`config.mk`:
```
export PLATFORM = sky130hd
export DESIGN_NAME = rbm_sequencer
export DESIGN_NICKNAME = d
export VERILOG_FILES = /design/src/rtl/rbm_sequencer.sv
export SDC_FILE = /design/constraint.sdc
export NUM_CORES = 2
export LEC_CHECK = 0
export ABC_AREA = 1
export CAP_MARGIN = 15
export CELL_PAD_IN_SITES_DETAIL_PLACEMENT = 0
export CELL_PAD_IN_SITES_GLOBAL_PLACEMENT = 1
export CORE_UTILIZATION = 44
export DETAILED_ROUTE_END_ITERATION = 6
export PLACE_DENSITY_LB_ADDON = 0.1
export SETUP_SLACK_MARGIN = 0.3
export SYNTH_ARGS = -nofsm -noshare
export SYNTH_HDL_FRONTEND = slang
export SYNTH_SLANG_ARGS = --single-unit
```
`constraint.sdc`:
```
create_clock -name clock -period 26.2 [get_ports clock]
set_input_delay 5.24 -clock clock [delete_from_list [all_inputs] [get_ports clock]]
set_output_delay 5.24 -clock clock [all_outputs]
set_load 0.03 [all_outputs]
```
`src/rtl/rbm_sequencer.sv`:
```
// rbm_sequencer: term-streaming controller for the Main RBM datapath.
// Each iteration walks every hidden neuron over all visible terms plus a bias,
// then every classifier output over all hidden terms plus a bias, capturing
// the datapath result one cycle after each bias term.
//
// Handshake: there is no valid/ready pair here. The block is the initiating
// end of a fixed-rate stream. One term is presented per cycle while a phase
// enable is high, and the datapath result (hidden / spike) is sampled in the
// capture cycle that follows each bias term.
module rbm_sequencer #(
   parameter int N_VIS = 784,
   parameter int N_HID = 441,
   parameter int N_CLS = 10,
   parameter int CNT_W = 8,
   localparam int PW = $clog2(N_VIS + 1),
   localparam int HW = $clog2(N_HID + 1),
   localparam int SW = (N_CLS > 1) ? $clog2(N_CLS) : 1
) (
   input  logic                     clock,
   input  logic                     reset,
   input  logic                     start,
   input  logic [7:0]               iteration_num,
   input  logic                     image_bit,
   input  logic                     hidden,
   input  logic                     spike,
   output logic [PW-1:0]            pixel_id,
   output logic [HW-1:0]            hidden_id,
   output logic [SW-1:0]            spike_id,
   output logic                     bias_term,
   output logic                     pixel,
   output logic                     hidden_pixel,
   output logic                     enable_hidden,
   output logic                     enable_classi,
   output logic                     busy,
   output logic                     done,
   output logic [N_CLS*CNT_W-1:0]   spike_count,
   output logic [2:0]               state_dbg
);

   typedef enum logic [2:0] {
      IDLE    = 3'd0,
      HID     = 3'd1,
      HID_CAP = 3'd2,
      CLS     = 3'd3,
      CLS_CAP = 3'd4,
      DONE    = 3'd5
   } state_t;

   localparam logic [PW-1:0]    PIX_BIAS = PW'(N_VIS);
   localparam logic [HW-1:0]    HID_BIAS = HW'(N_HID);
   localparam logic [HW-1:0]    HID_LAST = HW'(N_HID - 1);
   localparam logic [SW-1:0]    SPK_LAST = SW'(N_CLS - 1);
   localparam logic [CNT_W-1:0] CNT_MAX  = {CNT_W{1'b1}};

   state_t            state_q, state_d;
   logic [PW-1:0]     pix_d;
   logic [HW-1:0]     hid_d;
   logic [SW-1:0]     spk_d;
   logic [7:0]        iter_q, iter_d;
   logic [7:0]        iter_num_q, iter_num_d;
   logic [N_HID-1:0]  store_q, store_d;
   logic [CNT_W-1:0]  cnt_q [N_CLS];
   logic [CNT_W-1:0]  cnt_d [N_CLS];
   logic              bias_d, hp_d, en_h_d, en_c_d, busy_d, done_d;

   // Next-state, index, store and counter logic; outputs are derived from the
   // next values so that every output except pixel comes straight from a flop.
   always_comb begin
      state_d    = state_q;
      pix_d      = pixel_id;
      hid_d      = hidden_id;
      spk_d      = spike_id;
      iter_d     = iter_q;
      iter_num_d = iter_num_q;
      store_d    = store_q;
      for (int k = 0; k < N_CLS; k++) cnt_d[k] = cnt_q[k];

      case (state_q)
         IDLE, DONE: begin
            if (start) begin
               for (int k = 0; k < N_CLS; k++) cnt_d[k] = '0;
               store_d    = '0;
               iter_d     = '0;
               iter_num_d = iteration_num;
               pix_d      = '0;
               hid_d      = '0;
               spk_d      = '0;
               state_d    = (iteration_num == 8'd0) ? DONE : HID;
            end
         end
         HID: begin
            if (pixel_id == PIX_BIAS) state_d = HID_CAP;
            else                      pix_d   = pixel_id + 1'b1;
         end
         HID_CAP: begin
            for (int n = 0; n < N_HID; n++)
               if (hidden_id == HW'(n)) store_d[n] = hidden;
            pix_d = '0;
            if (hidden_id < HID_LAST) begin
               hid_d   = hidden_id + 1'b1;
               state_d = HID;
            end else begin
               hid_d   = '0;
               spk_d   = '0;
               state_d = CLS;
            end
         end
         CLS: begin
            if (hidden_id == HID_BIAS) state_d = CLS_CAP;
            else                       hid_d   = hidden_id + 1'b1;
         end
         CLS_CAP: begin
            for (int k = 0; k < N_CLS; k++)
               if (spike_id == SW'(k) && spike && cnt_q[k] != CNT_MAX)
                  cnt_d[k] = cnt_q[k] + 1'b1;
            hid_d = '0;
            if (spike_id < SPK_LAST) begin
               spk_d   = spike_id + 1'b1;
               state_d = CLS;
            end else begin
               spk_d   = '0;
               pix_d   = '0;
               iter_d  = iter_q + 8'd1;
               state_d = (iter_d == iter_num_q) ? DONE : HID;
            end
         end
         default: state_d = IDLE;
      endcase

      en_h_d = (state_d == HID) || (state_d == HID_CAP);
      en_c_d = (state_d == CLS) || (state_d == CLS_CAP);
      busy_d = en_h_d || en_c_d;
      done_d = (state_d == DONE);
      bias_d = ((state_d == HID) && (pix_d == PIX_BIAS)) ||
               ((state_d == CLS) && (hid_d == HID_BIAS));

      // Uses store_d so a neuron captured on this edge is already visible.
      hp_d = 1'b0;
      if (state_d == CLS) begin
         if (hid_d == HID_BIAS) hp_d = 1'b1;
         else
            for (int n = 0; n < N_HID; n++)
               if (hid_d == HW'(n)) hp_d = store_d[n];
      end
   end

   // State, indices, hidden store, counters and registered outputs.
   always_ff @(posedge clock or posedge reset) begin
      if (reset) begin
         state_q       <= IDLE;
         pixel_id      <= '0;
         hidden_id     <= '0;
         spike_id      <= '0;
         iter_q        <= '0;
         iter_num_q    <= '0;
         store_q       <= '0;
         for (int k = 0; k < N_CLS; k++) cnt_q[k] <= '0;
         bias_term     <= 1'b0;
         hidden_pixel  <= 1'b0;
         enable_hidden <= 1'b0;
         enable_classi <= 1'b0;
         busy          <= 1'b0;
         done          <= 1'b0;
      end else begin
         state_q       <= state_d;
         pixel_id      <= pix_d;
         hidden_id     <= hid_d;
         spike_id      <= spk_d;
         iter_q        <= iter_d;
         iter_num_q    <= iter_num_d;
         store_q       <= store_d;
         for (int k = 0; k < N_CLS; k++) cnt_q[k] <= cnt_d[k];
         bias_term     <= bias_d;
         hidden_pixel  <= hp_d;
         enable_hidden <= en_h_d;
         enable_classi <= en_c_d;
         busy          <= busy_d;
         done          <= done_d;
      end
   end

   // Bias terms always see a constant 1 on the visible input.
   assign pixel     = bias_term ? 1'b1 : image_bit;
   assign state_dbg = state_q;

   for (genvar k = 0; k < N_CLS; k++) begin : g_cnt
      assign spike_count[k*CNT_W +: CNT_W] = cnt_q[k];
   end

endmodule
```
# After elaboration in Yosys (flattened, before gate mapping)
# Cells that the tools add are included.
[totals] reg_bits=569 input_bits=14 output_inout_bits=113 wordCells=1935
[op_classes] add_sub_neg=14 n_lt_le_gt_ge=2 n_eq_ne=927 mux=922 reduce_logical=47
[ops] op="$eq 9x9->1 const B" count=372
[ops] op="$eq 9x8->1 const B" count=256
[ops] op="$eq 9x7->1 const B" count=128
[ops] op="$mux 1" count=885
[ops] op="$pmux 441 s2" count=1
[ops] op="$eq 9x6->1 const B" count=64
[ops] op="$mux 441" count=1
[ops] op="$eq 9x5->1 const B" count=32
[ops] op="$pmux 80 s2" count=1
[ops] op="$eq 9x4->1 const B" count=16
[ops] op="$mux 8" count=12
[ops] op="$add 8x1->8 const B" count=11
[ops] op="$mux 80" count=1
[ops] op="$ne 8x8->1 const B" count=10
[ops] op="$eq 9x3->1 const B" count=8
[ops] op="$pmux 10 s4" count=1
[ops] op="$eq 9x2->1 const B" count=4
[ops] op="$pmux 9 s4" count=1
[ops] op="$reduce_and 3->1" count=12
[ops] op="$mux 10" count=3
[ops] op="$mux 9" count=3
[ops] op="$ne 2x2->1 const B" count=13
[ops] op="$logic_and 1x1->1" count=22
[ops] op="$eq 10x10->1 const B" count=2
[ops] op="other kinds (29)" count=53

# Longest topological paths before layout
[depth] word_depth=447 ltp_mapped=256

# Worst setup path after synthesis
# No wires, ideal clock.
[synth_path] path_kind="input to register" start="input start" end="register hidden_pixel" setup_ns=0.114 arrival_time_ns=20.591 t_required_ns=26.086 slack_ns=5.495 path_stages=250 cell_sequence="inv_2 -> nand2_2 -> nand3_2 -> nand2_1 -> nand2_2 -> nor2_4 -> nand2_2 -> buf_6 -> nor3_1 -> nor2_1 -> nand2_1 -> nand4_1 -> nor2_1 -> nand4_1 -> nand2_1 -> nand3_1 -> nand2_1 -> nand3_1 -> [... 214 more ...] -> nand2_1 -> nand4_1 -> nand2_1 -> nand3_1 -> nor2_1 -> nand4_1 -> nand2_1 -> nand4_1 -> nand2_1 -> nand3_1 -> nand2_1 -> nand3_1 -> nand2_1 -> nand3_1 -> nand2_1 -> nand4_1 -> nand2_1 -> inv_1"
[synth_lines] element="start, declared" line_no="21" source="input logic start,"
[synth_lines] element="end signal, assigned" line_no="174" source="hidden_pixel <= hp_d;"
[synth_lines] element="end, declared" line_no="31" source="output logic hidden_pixel,"

==> results.json <==
{
  "status": "finished with violations",
  "violations": "capacitance limit, slew limit",
  "tightest_slew_ps": 2030,
  "slowest_delay_ps": 160,
  "reg2reg_from": "hidden_id[6]",
  "cts_tree": "done",
  "die_area_um2": 80100,
  "reg2reg_slack_ps": 4680,
  "path_common_cell": "nand2_1",
  "grt_setup_unrepaired": "true",
  "grt_max_degree": 114,
  "grt_pass1_vias": 35500,
  "path_delay_family": "simple AND/OR/NAND/NOR gates",
  "multi_input_area_um2": 17600,
  "ctsHoldBuffers": 0,
  "yosysWarnings": 0,
  "antenna_left": 0,
  "layout.cells.non_filler": 5856,
  "syn_area_um2": 34700,
  "final_nets": 4800,
  "dr.pass1.iters": 6,
  "grtUsageTotal_pct": 42.1,
  "required_ps": 26740,
  "grt_pass1_wl_mm": 249,
  "syn_inst": 4718,
  "dp_cells": 5706,
  "cp.depth": 252,
  "fmax_ghz": 0.0412,
  "dp_slack_ps": 1170,
  "wire_per_inst_um": 29.6,
  "synth.distinct_cells": 53,
  "ys_seq_elements": 569,
  "io_pins": 127,
  "clockBufferDepth": 3,
  "die_w_um": 283,
  "vias_per_cell": 6.46,
  "syn_avg_cell_area_um2": 7.36,
  "maxSlewViolCount": 4,
  "peakVddDrop_mv": 0.0545,
  "startpoint_type": "input pin",
  "power_density_nw_per_um2": 75.2,
  "crit_start": "start",
  "wl_mm": 173,
  "grt_overflow_total": 0,
  "yosysTopAreaCellShare_pct": 41.0,
  "seq_area_um2": 14200,
  "hold_class": "flip-flop to flip-flop",
  "relSlewSlack_pct": -36.9,
  "synth_top_flop_cell": "dfrtp_1",
  "cp-end-kind": "flip-flop",
  "setup_viol": 0,
  "final.setup_skew_ps": 19.0,
  "min_period_over_period_pct": 92.7,
  "clkTransAtPathRegs_ps": 60,
  "r2r_end": "hidden_pixel",
  "synth_nets": 4755,
  "worst-path-buf-inv": 7,
  "core-area_um2": 77700,
  "area_growth_pct": 15.2,
  "endpoint": "hidden_pixel",
  "cts.sinks": 569,
  "setup_ws_ps": 1910,
  "worstRegToRegCells": 245,
  "critPathMaxFanout": 9,
  "drc": 0,
  "gp_congestion": 1.04,
  "path_class": "input pin to flip-flop",
  "seq_area_frac_synth_pct": 41.0,
  "cts_root_buffer": "clkbuf_16",
  "cap_violations": 1,
  "nFillCells": 7461,
  "synth_top_cell_by_area": "dfrtp_1",
  "total_leakage_power_nw": 15.6,
  "drtIter0Drc": 5310,
  "hold_viol": 0,
  "port-buffer-count": 126,
  "async_flop_share_pct": 100,
  "synth_edf_count": 0,
  "cp_slowest_cell": "dlymetal6s2s_1",
  "die_y_um": 283,
  "antenna_found_initial": 5,
  "dpl.hpwl_mm": 117,
  "min_period_ps": 24290,
  "rows": 102,
  "synth.area.top_cells": "dfrtp_1 (41%), nand2_1 (8.6%), o31ai_1 (7.3%), a21oi_1 (6.4%), o21ai_0 (4.6%)",
  "arrival_ps": 24830,
  "route.vias.total": 37800,
  "h-tree-depth": 3,
  "cts-buffers-inserted": 70,
  "start_util_pct": 44.7,
  "drive_gt1_share_pct": 8.97,
  "clk-insertion-delay-late_ps": 650
}
-- per-stage QoR --
step                      hold slack [ps]  TNS [ps]  power (W)  utilization (%)  instance area, um^2
final                                 490         0    0.00301             51.5                40000
after global routing                  514     -1120    0.00312             51.5                40000
after CTS                             492         0    0.00294             51.0                39700
after detailed placement              478         0    0.00191             48.0                37300
after global placement                476         0    0.00191             48.0                37300
after floorplan                       457         0    0.00156                -                34700
-- sequential cells by signal (all words and copies together) (netlist names) --
| signal | cells |
|---|---|
| bias_term | 1 |
| busy | 1 |
| done | 1 |
| enable_classi | 1 |
| enable_hidden | 1 |
| hidden_id | 9 |
| hidden_pixel | 1 |
| iter_num_q | 8 |
| iter_q | 8 |
| pixel_id | 10 |
| spike_count | 80 |
| spike_id | 4 |
| state_dbg | 3 |
| store_q | 441 |
-- cell families (layout without fill, tap and decap cells) --
group / Yosys count / count (layout) / synth area share [%]
other: 0 / 1 / 0
AO/OA/AOI/OAI: 1334 / 1334 / 23.2
flip-flops: 569 / 569 / 41.0
buffers and inverters: 807 / 902 / 8.96
AND/OR/NAND/NOR: 1970 / 1972 / 25.6
adder cells (fa/ha/maj): 23 / 23 / 0.829
XOR/XNOR: 15 / 15 / 0.378
-- metal layers --
layer / track usage (%) / vias up / part of all wire (%) / wire, um
li1: - / 16600 / - / -
met1: 53.1 / 18100 / 38 / 65700
met2: 64.1 / 2431 / 44 / 76100
met3: 9.60 / 713 / 9.8 / 17000
met4: 29.4 / 2 / 8.4 / 14500
met5: 0 / - / 0.0075 / 13
-- synthesized netlist by cell type, drive strengths merged, types with 4 or more instances --
| cell type | count |
|---|---|
| and3 | 10 |
| o21a | 47 |
| o21ai | 326 |
| nand2 | 811 |
| a31oi | 79 |
| xor2 | 14 |
| clkinv | 21 |
| nand3b | 6 |
| nor3 | 224 |
| ha | 23 |
| nand4 | 241 |
| a31o | 11 |
| a21oi | 441 |
| buf | 102 |
| nor4 | 27 |
| clkbuf | 233 |
| dfrtp | 569 |
| nor3b | 4 |
| o31ai | 339 |
| nor2 | 430 |
| nand3 | 213 |
| a311oi | 17 |
| a211oi | 7 |
| inv | 451 |
| a22oi | 14 |
| o311ai | 27 |
| o22ai | 15 |
-- what timing repair did --
item	CTS	global route
gates resized for setup	0	33
setup buffers	0	22
setup endpoints to repair	0	1
-- cell usage in the layout (no fill, tap or decap), types with 173 or more instances in the layout --
master	Yosys	routed
a21oi_1	441	441
buf_4	9	173
dfrtp_1	569	569
inv_1	404	400
nand2_1	797	793
nand3_1	209	209
nand4_1	237	237
nor2_1	412	384
nor3_1	224	223
o21ai_0	321	321
o31ai_1	339	339
-- worst min path at each step --
stage                    end  cells past startpoint           from
2_1_floorplan  iter_num_q[4]                      2  iter_num_q[4]
3_3_place_gp   iter_num_q[1]                      2  iter_num_q[1]
3_5_place_dp   iter_num_q[1]                      2  iter_num_q[1]
4_1_cts        iter_num_q[1]                      2  iter_num_q[1]
5_1_grt        iter_num_q[1]                      2  iter_num_q[1]
6_report       iter_num_q[1]                      2  iter_num_q[1]
-- power by group --
part | switching [W] | internal [W]
Sequential | 0.0000428 | 0.000919
Combinational | 0.000749 | 0.000265
Clock | 0.000424 | 0.000606
Total | 0.00122 | 0.00179
-- tightest hold or removal path: stages, from the launching register on --
cell and delay [ps]:
dfrtp_1 360, nand2_1 60, nand2_1 50
-- final cells by class --
class	instances	area share, %
timing repair buffer	305	6.65
clock buffer	98	5.00
sequential	569	35.6
multi-input combinational	3344	44.1
tap	1040	3.25
inverter	472	4.50
antenna	1	0.00626
timing repair inverter	1	0.0125
clock inverter	26	0.923
(Power assumes the default switching activity.)
